`src/rtl/mips_pkg.sv`:
```
// Shared encodings for the multicycle MIPS control slice: opcodes, functs,
// ALU select codes, mux selects and the control FSM state type.
package mips_pkg;

  localparam logic [5:0] OP_RTYPE = 6'h00;
  localparam logic [5:0] OP_LW    = 6'h23;
  localparam logic [5:0] OP_SW    = 6'h2B;
  localparam logic [5:0] OP_BEQ   = 6'h04;
  localparam logic [5:0] OP_J     = 6'h02;
  localparam logic [5:0] OP_ADDI  = 6'h08;
  localparam logic [5:0] OP_ANDI  = 6'h0C;
  localparam logic [5:0] OP_ORI   = 6'h0D;
  localparam logic [5:0] OP_XORI  = 6'h0E;

  localparam logic [5:0] FN_ADD = 6'h20;
  localparam logic [5:0] FN_SUB = 6'h22;
  localparam logic [5:0] FN_AND = 6'h24;
  localparam logic [5:0] FN_OR  = 6'h25;
  localparam logic [5:0] FN_XOR = 6'h26;

  localparam logic [2:0] ALU_ADD = 3'b000;
  localparam logic [2:0] ALU_SUB = 3'b001;
  localparam logic [2:0] ALU_AND = 3'b010;
  localparam logic [2:0] ALU_OR  = 3'b011;
  localparam logic [2:0] ALU_XOR = 3'b110;

  localparam logic [1:0] SRC_B_REG    = 2'b00;
  localparam logic [1:0] SRC_B_FOUR   = 2'b01;
  localparam logic [1:0] SRC_B_IMM    = 2'b10;
  localparam logic [1:0] SRC_B_IMM_SH = 2'b11;

  localparam logic [1:0] PC_SRC_ALU    = 2'b00;
  localparam logic [1:0] PC_SRC_ALUOUT = 2'b01;
  localparam logic [1:0] PC_SRC_JUMP   = 2'b10;

  typedef enum logic [3:0] {
    S_FETCH   = 4'd0,
    S_DECODE  = 4'd1,
    S_MEM_ADR = 4'd2,
    S_MEM_RD  = 4'd3,
    S_MEM_WB  = 4'd4,
    S_MEM_WR  = 4'd5,
    S_R_EX    = 4'd6,
    S_R_WB    = 4'd7,
    S_BRANCH  = 4'd8,
    S_JUMP    = 4'd9,
    S_I_EX    = 4'd10
  } state_t;

  localparam state_t S_I_WB = state_t'(4'd11);

  // Moore control word; pc_en is formed outside it from the live zero flag.
  typedef struct packed {
    logic       pc_write;
    logic       pc_write_cond;
    logic       i_or_d;
    logic       mem_read;
    logic       mem_write;
    logic       ir_write;
    logic       reg_dst;
    logic       mem_to_reg;
    logic       reg_write;
    logic       alu_src_a;
    logic [1:0] alu_src_b;
    logic       ext_zero;
    logic [1:0] pc_source;
    logic [2:0] alu_select;
  } ctrl_t;

endpackage

```
`src/rtl/mips_alu_decoder.sv`:
```
// Combinational ALU select decode: funct for R-type execute, opcode for
// immediate execute, plus the R-type supported flag and immediate extension.
module mips_alu_decoder
  import mips_pkg::*;
(
  input  logic [5:0] opcode,
  input  logic [5:0] funct,
  output logic [2:0] r_select,
  output logic       r_supported,
  output logic [2:0] i_select,
  output logic       i_zero_ext
);

  always_comb begin
    r_select    = ALU_ADD;
    r_supported = 1'b1;
    case (funct)
      FN_ADD:  r_select = ALU_ADD;
      FN_SUB:  r_select = ALU_SUB;
      FN_AND:  r_select = ALU_AND;
      FN_OR:   r_select = ALU_OR;
      FN_XOR:  r_select = ALU_XOR;
      default: r_supported = 1'b0;
    endcase
  end

  // Logical immediates are zero-extended; addi keeps sign extension.
  always_comb begin
    i_select   = ALU_ADD;
    i_zero_ext = 1'b0;
    case (opcode)
      OP_ANDI: begin i_select = ALU_AND; i_zero_ext = 1'b1; end
      OP_ORI:  begin i_select = ALU_OR;  i_zero_ext = 1'b1; end
      OP_XORI: begin i_select = ALU_XOR; i_zero_ext = 1'b1; end
      default: i_select = ALU_ADD;
    endcase
  end

endmodule

```
`src/rtl/mips_multicycle_control.sv`:
```
// Multicycle MIPS main control FSM: state register, next-state logic and
// Moore output decode driving the datapath enables, mux selects and ALU select.
module mips_multicycle_control
  import mips_pkg::*;
#(
  parameter int SEL_W = 3
) (
  input  logic             clk,
  input  logic             reset,
  input  logic [5:0]       opcode,
  input  logic [5:0]       funct,
  input  logic             zero,
  output logic             pc_en,
  output logic             i_or_d,
  output logic             mem_read,
  output logic             mem_write,
  output logic             ir_write,
  output logic             reg_dst,
  output logic             mem_to_reg,
  output logic             reg_write,
  output logic             alu_src_a,
  output logic [1:0]       alu_src_b,
  output logic             ext_zero,
  output logic [1:0]       pc_source,
  output logic [SEL_W-1:0] alu_select
);

  state_t     state, state_next;
  ctrl_t      ctrl;
  logic [2:0] r_select, i_select;
  logic       r_supported, i_zero_ext;

  mips_alu_decoder u_alu_decoder (
    .opcode      (opcode),
    .funct       (funct),
    .r_select    (r_select),
    .r_supported (r_supported),
    .i_select    (i_select),
    .i_zero_ext  (i_zero_ext)
  );

  // NOTE: state registers use non-blocking assignments so every flop samples
  // the pre-edge value; reset forces FETCH without waiting for a clock.
  always_ff @(posedge clk or negedge reset) begin
    if (!reset) state <= S_FETCH;
    else        state <= state_next;
  end

  // NOTE: every signal written here gets a default first, so no path through
  // the case can leave a value unassigned and infer a latch.
  always_comb begin
    state_next = S_FETCH;
    ctrl       = '0;
    case (state)
      S_FETCH: begin
        ctrl.mem_read  = 1'b1;
        ctrl.ir_write  = 1'b1;
        ctrl.alu_src_b = SRC_B_FOUR;
        ctrl.pc_source = PC_SRC_ALU;
        ctrl.pc_write  = 1'b1;
        state_next     = S_DECODE;
      end
      S_DECODE: begin
        ctrl.alu_src_b = SRC_B_IMM_SH;
        case (opcode)
          OP_LW, OP_SW:                      state_next = S_MEM_ADR;
          OP_RTYPE:                          state_next = S_R_EX;
          OP_BEQ:                            state_next = S_BRANCH;
          OP_J:                              state_next = S_JUMP;
          OP_ADDI, OP_ANDI, OP_ORI, OP_XORI: state_next = S_I_EX;
          default:                           state_next = S_FETCH;
        endcase
      end
      S_MEM_ADR: begin
        ctrl.alu_src_a = 1'b1;
        ctrl.alu_src_b = SRC_B_IMM;
        state_next     = (opcode == OP_LW) ? S_MEM_RD : S_MEM_WR;
      end
      S_MEM_RD: begin
        ctrl.i_or_d   = 1'b1;
        ctrl.mem_read = 1'b1;
        state_next    = S_MEM_WB;
      end
      S_MEM_WB: begin
        ctrl.mem_to_reg = 1'b1;
        ctrl.reg_write  = 1'b1;
      end
      S_MEM_WR: begin
        ctrl.i_or_d    = 1'b1;
        ctrl.mem_write = 1'b1;
      end
      S_R_EX: begin
        ctrl.alu_src_a  = 1'b1;
        ctrl.alu_src_b  = SRC_B_REG;
        ctrl.alu_select = r_select;
        state_next      = S_R_WB;
      end
      S_R_WB: begin
        ctrl.reg_dst   = 1'b1;
        ctrl.reg_write = r_supported;
      end
      S_BRANCH: begin
        ctrl.alu_src_a     = 1'b1;
        ctrl.alu_src_b     = SRC_B_REG;
        ctrl.alu_select    = ALU_SUB;
        ctrl.pc_write_cond = 1'b1;
        ctrl.pc_source     = PC_SRC_ALUOUT;
      end
      S_JUMP: begin
        ctrl.pc_source = PC_SRC_JUMP;
        ctrl.pc_write  = 1'b1;
      end
      S_I_EX: begin
        ctrl.alu_src_a  = 1'b1;
        ctrl.alu_src_b  = SRC_B_IMM;
        ctrl.ext_zero   = i_zero_ext;
        ctrl.alu_select = i_select;
        state_next      = S_I_WB;
      end
      S_I_WB: begin
        ctrl.reg_write = 1'b1;
      end
      default: state_next = S_FETCH;
    endcase
  end

  assign pc_en      = ctrl.pc_write | (ctrl.pc_write_cond & zero);
  assign i_or_d     = ctrl.i_or_d;
  assign mem_read   = ctrl.mem_read;
  assign mem_write  = ctrl.mem_write;
  assign ir_write   = ctrl.ir_write;
  assign reg_dst    = ctrl.reg_dst;
  assign mem_to_reg = ctrl.mem_to_reg;
  assign reg_write  = ctrl.reg_write;
  assign alu_src_a  = ctrl.alu_src_a;
  assign alu_src_b  = ctrl.alu_src_b;
  assign ext_zero   = ctrl.ext_zero;
  assign pc_source  = ctrl.pc_source;
  assign alu_select = ctrl.alu_select;

endmodule

```
`config.mk`:
```
export PLATFORM = sky130hd
export DESIGN_NAME = mips_multicycle_control
export DESIGN_NICKNAME = d
export VERILOG_FILES = /design/src/rtl/mips_pkg.sv /design/src/rtl/mips_alu_decoder.sv /design/src/rtl/mips_multicycle_control.sv
export SDC_FILE = /design/constraint.sdc
export NUM_CORES = 1
export LEC_CHECK = 0
export BUFFER_PORTS_ARGS = -buffer_cell sky130_fd_sc_hd__buf_2
export CORE_MARGIN = 5
export CORE_UTILIZATION = 30
export DETAILED_ROUTE_END_ITERATION = 6
export HOLD_SLACK_MARGIN = 0.15
export PLACE_DENSITY = 0.55
export SLEW_MARGIN = 20
export SYNTH_ARGS = -nofsm -noshare
export SYNTH_HDL_FRONTEND = slang
export SYNTH_HIERARCHICAL = 1
export SYNTH_SLANG_ARGS = --single-unit
```
`constraint.sdc`:
```
create_clock -name clk -period 1.3 [get_ports clk]
set_input_delay 0.26 -clock clk [delete_from_list [all_inputs] [get_ports clk]]
set_output_delay 0.26 -clock clk [all_outputs]
set_load 0.03 [all_outputs]
```
==> summary.md, run 1 <==
| Metric | Value |
|---|---|
| Sequential area share after synthesis | 15.56% |
| # DRC | 0 |
| Post-Synth Simple-Gate Area | 49.81% |
| RSZ-0062 raised after global routing | true |
| Xor/xnor share of the synthesized area | 2.724% |
| Gpl congestion | 0.7727 |
| Ys async rst share | 100.0% |
| Cell Area, Synth | 643.1 µm² |
| Worst hold slack | 358.9 ps |
| CP Max Fanout | 7 |
| H-Tree Depth | 1 |
| DIE HEIGHT | 56.30 µm |
| Most flops, register | state |
| Die width | 56.30 µm |
| Synthesized Nets | 108 |
| HP Class | input port to async pin |
| DP Cell Count | 175 |
| First-pass GRT wire length | 3974 µm |
| Post-synth top flop | dfrtp_1 |
| Final worst-path setup slack | -357.8 ps |
| Layout cells sized above 1 | 69.62% |
| CP Capture Type | primary output |
| Gr usage total | 15.09% |
| Status | finished, violations left |
| Setup TNS | -4427 ps |
| Number of CTS-inserted buffers | 3 |
| CTS tree | built |
| Vias | 911 |
| Worst R2R End | state[3]$_DFF_PN0_ |
| Commonest cells after routing, fill and taps aside | buf_6 (28), buf_4 (26), buf_2 (14) |
| Kind of critical path | register to primary output |
| Hold Violations, Final | 0 |
| Yosys cell types | 37 |
| 1st-pass router iterations | 3 |
| I/O pin cnt | 32 |
| Peak VDD IR | 0.8632 mV |
| Startpoint Class | register |
| Standard-cell rows | 16 |
| DP HPWL | 1796 µm |
| CP arrival | 1400 ps |
| P&R area growth vs syn | 130.5% |
| Largest net degree at the start of global routing | 9 |
| Die area | 0.003170 mm² |
| Mean Syn Cell Area | 6.915 µm² |
| Reg2Reg Setup Slack | -130 ps |
| Slew margin rel. | 81.36% |
| Min Clock Period, post-route | 1658 ps |
| Setup violations, final | 19 |
| Clock latency on the worst-skew pair | 230 ps |
| Failing checks | setup timing |
| Max reg flops | 4 |
| Max Cap Viol | 0 |
| Compound-Gate Fraction of Synth Area | 22.57% |
| Critical Path RT | 1040 ps |
| Vias per Instance | 4.924 |
| Post-Layout Cell Count | 185 |
| Number of global-route vias before repair | 958 |
| Final Cycle Share | 127.5% |
| FF+latch count, synth | 4 |
| Post-Synth Adder-Cell Area | 1.556% |
| Critical R2R Launch | state[3]$_DFF_PN0_ |
| Commonest non-fill, non-tap cell in the layout | buf_6 |
| Worst slew pin tran | 277.4 ps |
| Routed wire length | 2498 µm |
| GR Overflow Total | 0 |
| ANT nets after route | 0 |
| Final Skew | 0.3562 ps |
| Mux cell area share after synthesis | 0% |
| Routed WL per cell | 13.50 µm |
| PortBufs | 31 |
| Reg2Reg Depth | 5 |
| Starting Density | 32.13% |
| Initial antenna violation count | 0 |
| Sink Count | 4 |
| Filler cell count | 155 |
| Leak pwr | 0.6495 nW |
| CTS Buffer Depth | 2 |
| Mapped Cells | 93 |
| Power Density | 1223 mW/mm² |
| Peak Freq | 0.6032 GHz |
| Main combinational cell family by area after synthesis | simple AND/OR/NAND/NOR gates |
| Core area | 0.002002 mm² |
| Max-slew violations | 0 |
| Ys Warns | 6 |
| Clock-pin transition on the worst setup and hold timing paths | 40 ps |
| NumNets Final | 175 |
| Post-synth EDFFs | 0 |
| Antenna cells | 0 |
| Clk root buf | clkbuf_4 |
| First DRT Iteration DRCs | 9 |
| Largest regs | state x4 |
-- synth_stat cells (2+ instances only) --
master / instances / area, µm²
nor2_1: 10 / 37.54
a21oi_1: 9 / 45.04
nor3_1: 9 / 45.04
o21ai_0: 7 / 35.03
nand2_1: 6 / 22.52
nand2b_1: 6 / 37.54
buf_2: 4 / 20.02
dfrtp_1: 4 / 100.1
inv_1: 3 / 11.26
a22oi_1: 2 / 15.01
buf_4: 2 / 15.01
nand3_1: 2 / 10.01
nand4b_1: 2 / 17.52
nor2b_1: 2 / 12.51
nor3b_1: 2 / 15.01
xor2_1: 2 / 17.52
-- how the worst max path moves through the flow --
stage / start / slack [ps] / cells after the start / to
after floorplan: funct[4] / -210 / 4 / alu_select[2]
after global placement: funct[4] / -370 / 8 / reg_write
after detailed placement: funct[4] / -380 / 8 / reg_write
after CTS: funct[4] / -320 / 6 / alu_select[2]
after global routing: state[0]$_DFF_PN0_ / -390 / 3 / pc_en
final: state[0]$_DFF_PN0_ / -360 / 3 / pc_en
-- cell families after synthesis --
| kind of cell | count (synthesis) |
|---|---|
| AND/OR/NAND/NOR | 52 |
| AO/OA/AOI/OAI | 24 |
| adder cells (fa/ha/maj) | 1 |
| flip-flops | 4 |
| XOR/XNOR | 2 |
| buffers and inverters | 10 |
-- final cells by class --
class | instances | area (µm²) | share of cell area, %
multi-input combinational | 79 | 719.4 | 48.52
timing repair buffer | 69 | 590.6 | 39.83
sequential | 4 | 105.1 | 7.089
tap | 27 | 33.78 | 2.278
clock buffer | 3 | 22.52 | 1.519
inverter | 3 | 11.26 | 0.7595
-- per-stage QoR --
stage	power, mW	utilization, %	cell area (µm²)	setup slack, ps
finish	1.813	74.06	1483	-357.8
global route	1.913	74.06	1483	-388.9
CTS	1.722	70.81	1418	-319.7
detailed placement	1.238	58.06	1162	-379.8
global placement	1.225	58.06	1162	-371.5
floorplan	0.8559	-	787.0	-211.8
-- what timing repair did --
item,in CTS,in global routing
pin swaps,8,10
setup endpoints to repair,19,20
cloned,1,0
gates resized for setup,55,15
setup buffers,4,1
hold buffers,1,0
endpoints found under the hold margin,4,0
-- metal layers --
| metal | GRT usage, % | vias up | part of all wire (%) |
|---|---|---|---|
| met5 | 0 | - | 0 |
| met4 | 3.051 | 0 | 0 |
| met2 | 29.22 | 16 | 57 |
| li1 | - | 470 | - |
| met3 | 0.6881 | 0 | 2.1 |
| met1 | 18.14 | 425 | 41 |
-- report_power, final --
part	leakage [nW]	internal, mW	switching (mW)
combinational	0.588	0.736	0.718
sequential	0.0473	0.154	0.0587
clock	0.0138	0.103	0.0435
total	0.649	0.993	0.820
-- critical path, cell delays in order, from the launching register on --
cell and delay (ps):
dfrtp_2 450, nor2b_4 160, a2111oi_4 330, buf_4 220
(Power assumes the default switching activity.)
==> run 2, diff against run 1 <==
--- a/config.mk
+++ b/config.mk
@@ -5,6 +5,7 @@
 export SDC_FILE = /design/constraint.sdc
 export NUM_CORES = 1
 export LEC_CHECK = 0
+export ABC_AREA = 1
 export BUFFER_PORTS_ARGS = -buffer_cell sky130_fd_sc_hd__buf_2
 export CORE_MARGIN = 5
 export CORE_UTILIZATION = 30
==> run 2 against run 1 <==
  * The run still ends with setup timing left
  * Setup slack gained 80 ps
  * Sequential power is 2% lower
  * Sequential cell count stayed put
  * Core utilization shrank 14 points
  * Non-clock buffer count shrank 15
  * Synthesized area is the same
  * Global-route usage is 2.9 points lower
  * Count of clock-buffer cells in the layout is the same
  * Maximum frequency is 5.1% higher
  * Sequential share of layout area increased by 1.5 points
  * Clock skew grew 3.1 ps
  * Clock power hardly changed
  * Critical endpoint is now alu_src_a
  * Highest routed layer unchanged
==> summary.md, run 2 <==
| Metric | Value |
|---|---|
| Met2 Wirelength | 1084 µm (-24%) |
| Gr usage total | 12.17% (-2.9 points) |
| Die area | 0.003170 mm² (unchanged) |
| Synth area leader | dfrtp_1 |
| Core area | 0.002002 mm² (unchanged) |
| Switch Pwr | 769.3 µW (-6.2%) |
| CTS Buffer Depth | 2 (unchanged) |
| Peak Freq | 0.6338 GHz (+5.1%) |
| Worst slew pin tran | 188.7 ps (-88.72 ps) |
| Slew margin rel. | 87.37% (+6.0 points) |
| Tot Pwr | 1.596 mW (-12%) |
| Reg power frac | 13.1% (+1.4 points) |
| First-pass GRT wire length | 3222 µm (-19%) |
| Die width | 56.30 µm (unchanged) |
| Buf/Inv on CP | 3 (+2) |
| # DRC | 0 (unchanged) |
| Critical path cell sequence | nor2_2, inv_2, nor2_4, inv_2, nand4_1, buf_6 |
| Yosys cell types | 19 (-49%) |
| Starting Density | 32.13% (unchanged) |
| Uppermost layer routed | met3 |
| Startpoint Class | register |
| CTS tree | built |
| Cell area after placement | 0.001021 mm² (-12%) |
| Core Util, Final | 60.50% (-14 points) |
| Power Density | 1318 mW/mm² (+7.8%) |
| Largest regs | state x4 |
| FF+latch count, synth | 4 (unchanged) |
| Antenna cells | 0 (unchanged) |
| CP Capture Type | primary output |
| Setup violations, final | 17 (-2) |
| Slowest stage delay, CP | 450 ps (about the same) |
| DP Cell Count | 192 (+9.7%) |
| Final Cycle Share | 121.4% (-6.1 points) |
| Max Cap Viol | 0 (unchanged) |
| Vias | 890 (-2.3%) |
| Critical Path RT | 1040 ps (about the same) |
| I/O pin cnt | 32 (unchanged) |
| Clock latency on the worst-skew pair | 230 ps (about the same) |
| Clock power frac | 9.1% (+1.0 points) |
| Sink Count | 4 (unchanged) |
| Min Clock Period, post-route | 1578 ps (-79.89 ps) |
| Ys async rst share | 100.0% (unchanged) |
| Post-Layout Cell Count | 199 (+7.6%) |
| P&R area growth vs syn | 88.33% |
| Sequential area share after synthesis | 15.56% (unchanged) |
| Met1 wire length | 790 µm (-22%) |
| Failing checks | setup timing |
| Number of global-route vias before repair | 835 (-13%) |
| CP max stage cell | dfrtp_2 |
| 1st-pass router iterations | 4 (+1) |
| Layout cells sized above 1 | 58.72% (-11 points) |
| NumNets Final | 189 (+8.0%) |
| ANT nets after route | 0 (unchanged) |
| Initial antenna violation count | 0 (unchanged) |
| Routed WL per cell | 9.884 µm (-27%) |
| Final worst-path setup slack | -277.9 ps (+79.89 ps) |
| Synthesized Nets | 131 (+21%) |
| Clk root buf | clkbuf_4 |
| GR Overflow Total | 0 (unchanged) |
| Mapped Cells | 116 (+25%) |
| Share of the synthesized area in the top cell type | 15.56% (unchanged) |
| Max reg flops | 4 (unchanged) |
| CP arrival | 1320 ps (-80 ps) |
| Ys Warns | 6 (unchanged) |
| Post-synth top flop | dfrtp_1 |
| HP Class | input port to async pin |
| Commonest cells after routing, fill and taps aside | buf_4 (21), nand2_1 (19), nor2_1 (17) |
| Most flops, register | state |
| Status | finished, violations left |
| Worst path top cell family by delay | flip-flops |
| PortBufs | 31 (unchanged) |
| Max-slew violations | 0 (unchanged) |
| Sw Share | 48.21% (+3.0 points) |
| Commonest non-fill, non-tap cell in the layout | buf_4 |
| Internal power | 826.6 µW (-17%) |
| Largest net degree at the start of global routing | 8 (-1) |
| DIE HEIGHT | 56.30 µm (unchanged) |
| CP Max Fanout | 6 (-1) |
| Setup TNS | -3527 ps (+900.1 ps) |
| Crit path top cell by count | inv_2 |
| Final Skew | 3.441 ps (+3.085 ps) |
| Clock-pin transition on the worst setup and hold timing paths | 40 ps (about the same) |
| Post-synth EDFFs | 0 (unchanged) |
| Area of the multi-input gates | 519.2 µm² (-28%) |
| Most frequent cells after synthesis | nor2_1 (24), nand2_1 (20), inv_1 (16) |
| Top-count cell post-synth | nor2_1 |
| Area contributors post-synth | dfrtp_1 (16%), nor2_1 (14%), nand2_1 (12%) |
| Post-route cell area | 0.001211 mm² (-18%) |
| Leak pwr | 0.6359 nW (-2.1%) |
| Met3 WL | 92 µm (+74%) |
| Filler cell count | 187 (+21%) |
| Standard-cell rows | 16 (unchanged) |
| First DRT Iteration DRCs | 15 (+6) |
| Mean Syn Cell Area | 5.544 µm² (-20%) |
| Combinational Power Share | 77.8% (-2.4 points) |
| Vias per Instance | 4.472 (-9.2%) |
| H-Tree Depth | 1 (unchanged) |
| Gpl congestion | 0.7579 (-1.9%) |
| RSZ-0062 raised after global routing | true |
| Hold Violations, Final | 0 (unchanged) |
| Cell Area, Synth | 643.1 µm² (unchanged) |
| Kind of critical path | register to primary output |
| Peak VDD IR | 0.7587 mV (-12%) |
| Number of CTS-inserted buffers | 3 (unchanged) |
| Register area | 103.9 µm² (-1.2%) |
| Routed wire length | 1967 µm (-21%) |
| DP HPWL | 1699 µm (-5.4%) |
-- run 2: repair_timing --
action | in CTS | in global routing
gates resized for setup | 38 | 8
pin swaps | 6 | 0
hold buffers | 1 | 0
endpoints found under the setup margin | 17 | 18
setup buffers | 3 | 1
hold endpoints to repair | 4 | 0
-- run 2: logic make-up (layout without fill, tap and decap cells) --
logic type | after synthesis | count (layout) | share of synthesized area (%)
compound gates | 12 | 12 | 11.48
flops | 4 | 4 | 15.56
buf+inv | 24 | 80 | 14.59
simple gates | 76 | 76 | 58.37
-- run 2: path summary, 6_finish.rpt --
check / slack, ps / cells after the start / to / startpoint
setup / recovery: -280 / 6 / alu_src_a / state[0]$_DFF_PN0_
hold / removal: 360 / 2 / state[1]$_DFF_PN0_ / reset
setup reg to reg: 80 / 6 / state[0]$_DFF_PN0_ / state[1]$_DFF_PN0_
hold reg to reg: 800 / 4 / state[3]$_DFF_PN0_ / state[0]$_DFF_PN0_
max in group asynchronous: 810 / 2 / state[2]$_DFF_PN0_ / reset
min in group clk: 430 / 5 / state[1]$_DFF_PN0_ / opcode[5]
-- run 2: per-layer routing --
metal	track usage, %	up-vias
met5	0	-
met4	3.051	0
met3	1.147	0
met2	24.87	25
met1	12.97	390
li1	-	475
-- run 2: stage by stage --
| stage | hold slack, ps | setup WS, ps |
|---|---|---|
| floorplan | -35.59 | -132.0 |
| finish | 363.5 | -277.9 |
| global route | 394.6 | -344.6 |
| detailed placement | 63.97 | -140.2 |
| CTS | 359.1 | -280.5 |
| global placement | 64.01 | -106.2 |
-- run 2: cell type report --
cell class	count	area share (%)
Multi-Input combinational cell	88	42.87
Timing Repair Buffer	54	36.57
Sequential cell	4	8.574
Inverter	23	7.335
Tap cell	27	2.789
Clock buffer	3	1.860
-- run 2: power by group through the flow --
stage,logic (mW),registers (mW),clock network [mW]
final,1.24,0.209,0.145
after global routing,1.32,0.216,0.153
after CTS,1.20,0.208,0.150
after detailed placement,0.951,0.199,0
after global placement,0.940,0.198,0
after floorplan,0.612,0.191,0
==> run 3, diff against run 2 <==
==> constraint.sdc (replaced) <==
create_clock -name clk -period 1.3 [get_ports clk]
set_input_delay 0.26 -clock clk [delete_from_list [all_inputs] [get_ports clk]]
set_output_delay 0.26 -clock clk [all_outputs]
set_load 0.05 [all_outputs]
==> run 3 against run 2 <==
  * The flow still finishes with violations (setup timing)
  * Maximum frequency shrank 3.3%
  * Count of clock-buffer cells in the layout is the same
  * Final area is 20% higher
  * Die area is the same
  * Largest cell class unchanged
==> summary.md, run 3 (synthesized netlist as in run 2, its figures left out) <==
| Metric | Value |
|---|---|
| Most flops, register | state |
| Core Util, Final | 72.38% (+12 points) |
| Final Skew | 2.796 ps (-0.6447 ps) |
| Post-Layout Cell Count | 210 (+5.5%) |
| Routed wire length | 2271 µm (+15%) |
| Kind of critical path | register to primary output |
| RSZ-0062 raised after global routing | true |
| DP Cell Count | 202 (+5.2%) |
| CTS Buffer Depth | 2 (unchanged) |
| Peak VDD IR | 1.283 mV (+69%) |
| Startpoint Class | register |
| Sink Count | 4 (unchanged) |
| Core area | 0.002002 mm² (unchanged) |
| CP max stage cell | dfrtp_2 |
| Layout cells sized above 1 | 65.57% (+6.9 points) |
| Clock power frac | 7.4% (-1.7 points) |
| Clk root buf | clkbuf_4 |
| Reg power frac | 11.1% (-2.0 points) |
| DIE HEIGHT | 56.30 µm (unchanged) |
| Worst R2R End | state[2]$_DFF_PN0_ |
| Starting Density | 32.13% (unchanged) |
| Status | finished, violations left |
| HP Class | input port to async pin |
| Final Cycle Share | 125.6% (+4.2 points) |
| PortBufs | 31 (unchanged) |
| Critical R2R Launch | state[2]$_DFF_PN0_ |
| Number of CTS-inserted buffers | 3 (unchanged) |
| CP arrival | 1370 ps (+50 ps) |
| Vias | 934 (+4.9%) |
| GR Overflow Total | 0 (unchanged) |
| Vias per Instance | 4.448 (-0.55%) |
| Die width | 56.30 µm (unchanged) |
| Routed WL per cell | 10.81 µm (+9.4%) |
| Reg2Reg Depth | 5 (-1) |
| Buf/Inv on CP | 3 (unchanged) |
| Slowest stage delay, CP | 460 ps (about the same) |
| CP startpoint | state[2]$_DFF_PN0_ |
| Worst path top cell family by delay | flip-flops |
| Internal power | 952.5 µW (+15%) |
| Final worst-path setup slack | -332.5 ps (-54.64 ps) |
| Clock latency on the worst-skew pair | 230 ps (about the same) |
| Leak pwr | 0.7621 nW (+20%) |
| Critical Path RT | 1040 ps (about the same) |
| Combinational Power Share | 81.5% (+3.7 points) |
| Commonest cells after routing, fill and taps aside | buf_4 (26), buf_6 (19), nand2_1 (16) |
| Min Clock Period, post-route | 1633 ps (+54.64 ps) |
| Largest regs | state x4 |
| Setup violations, final | 17 (unchanged) |
| Post-route cell area | 0.001449 mm² (+20%) |
| Gpl congestion | 0.7748 (+2.2%) |
| Max reg flops | 4 (unchanged) |
| CP Max Fanout | 4 (-2) |
| Die area | 0.003170 mm² (unchanged) |
| Gr usage total | 13.54% (+1.4 points) |
| Hold Violations, Final | 0 (unchanged) |
| Peak Freq | 0.6126 GHz (-3.3%) |
| 1st-pass router iterations | 4 (unchanged) |
| First DRT Iteration DRCs | 13 (-2) |
| Pre-CTS WS | -262.0 ps (-121.8 ps) |
| Failing checks | setup timing |
| Crit path depth | 6 (unchanged) |
| First-pass GRT wire length | 3553 µm (+10%) |
| CTS tree | built |
| Power Density | 1386 mW/mm² (+5.2%) |
| NumNets Final | 200 (+5.8%) |
| # DRC | 0 (unchanged) |
| P&R area growth vs syn | 125.3% |
| Sw Share | 52.56% (+4.4 points) |
| Critical path cell sequence | inv_4, nand2_4, nor2_4, inv_1, nand2_2, buf_8 |
| Cell area after placement | 0.001145 mm² (+12%) |
| Standard-cell rows | 16 (unchanged) |
| Worst slew pin tran | 243.4 ps (+54.69 ps) |
| Max Cap Viol | 0 (unchanged) |
| Antenna cells | 0 (unchanged) |
| H-Tree Depth | 1 (unchanged) |
| I/O pin cnt | 32 (unchanged) |
| Max-slew violations | 0 (unchanged) |
| Worst hold slack | 352.7 ps (-10.84 ps) |
| DP HPWL | 1759 µm (+3.5%) |
| Reg2Reg Setup Slack | 10 ps (-70 ps) |
| CP Capture Type | primary output |
| Clock-pin transition on the worst setup and hold timing paths | 40 ps (about the same) |
| Switch Pwr | 1.055 mW (+37%) |
| Initial antenna violation count | 0 (unchanged) |
| Commonest non-fill, non-tap cell in the layout | buf_4 |
| Number of global-route vias before repair | 912 (+9.2%) |
| ANT nets after route | 0 (unchanged) |
| Largest net degree at the start of global routing | 7 (-1) |
| Slew margin rel. | 83.73% (-3.6 points) |
[run 3: cell count changes in the layout (fill, tap and decap cells not counted), sizes merged]
| cell | before | now |
|---|---|---|
| buf | 53 | 64 |
[run 3: how the worst max path moves through the flow]
stage / end / slack [ps]
finish: mem_read / -330
CTS: reg_write / -310
floorplan: alu_src_a / -360
detailed placement: ext_zero / -260
global route: mem_read / -380
global placement: ext_zero / -200
[run 3: cell type report]
class                      count  area, µm²
tap                           27      33.78
sequential                     4      103.9
timing repair buffer          65      569.3
inverter                      23      93.84
multi-input combinational     88      625.6
clock buffer                   3      22.52
fill                         171      553.0
[run 3: routing by layer]
metal  wire length [µm]  global-route usage [%]
met5                  0                       0
met4                  0                   3.051
met3                 85                       0
met2               1354                   29.22
met1                831                   14.05
[run 3: power groups by stage]
stage	clock network, mW	registers, mW	logic [mW]
global route	0.158	0.226	1.72
finish	0.148	0.223	1.64
global placement	0	0.194	1.26
detailed placement	0	0.197	1.27
floorplan	0	0.191	0.835
CTS	0.154	0.215	1.54
[run 3: repair_timing]
action                                  in CTS  in global routing
hold buffers                                 1                  0
pin swaps                                    7                 11
gates resized for setup                     53                 21
gates cloned                                 0                  0
hold endpoints to repair                     4                  0
endpoints found under the setup margin      17                 19
setup buffers                                2                  3
[run 3: stage by stage]
| stage | setup TNS, ps | power [mW] |
|---|---|---|
| final | -4289 | 2.008 |
| after CTS | -4106 | 1.905 |
| after global routing | -5040 | 2.102 |
| after detailed placement | -1906 | 1.471 |
| after floorplan | -2185 | 1.026 |
| after global placement | -1637 | 1.454 |
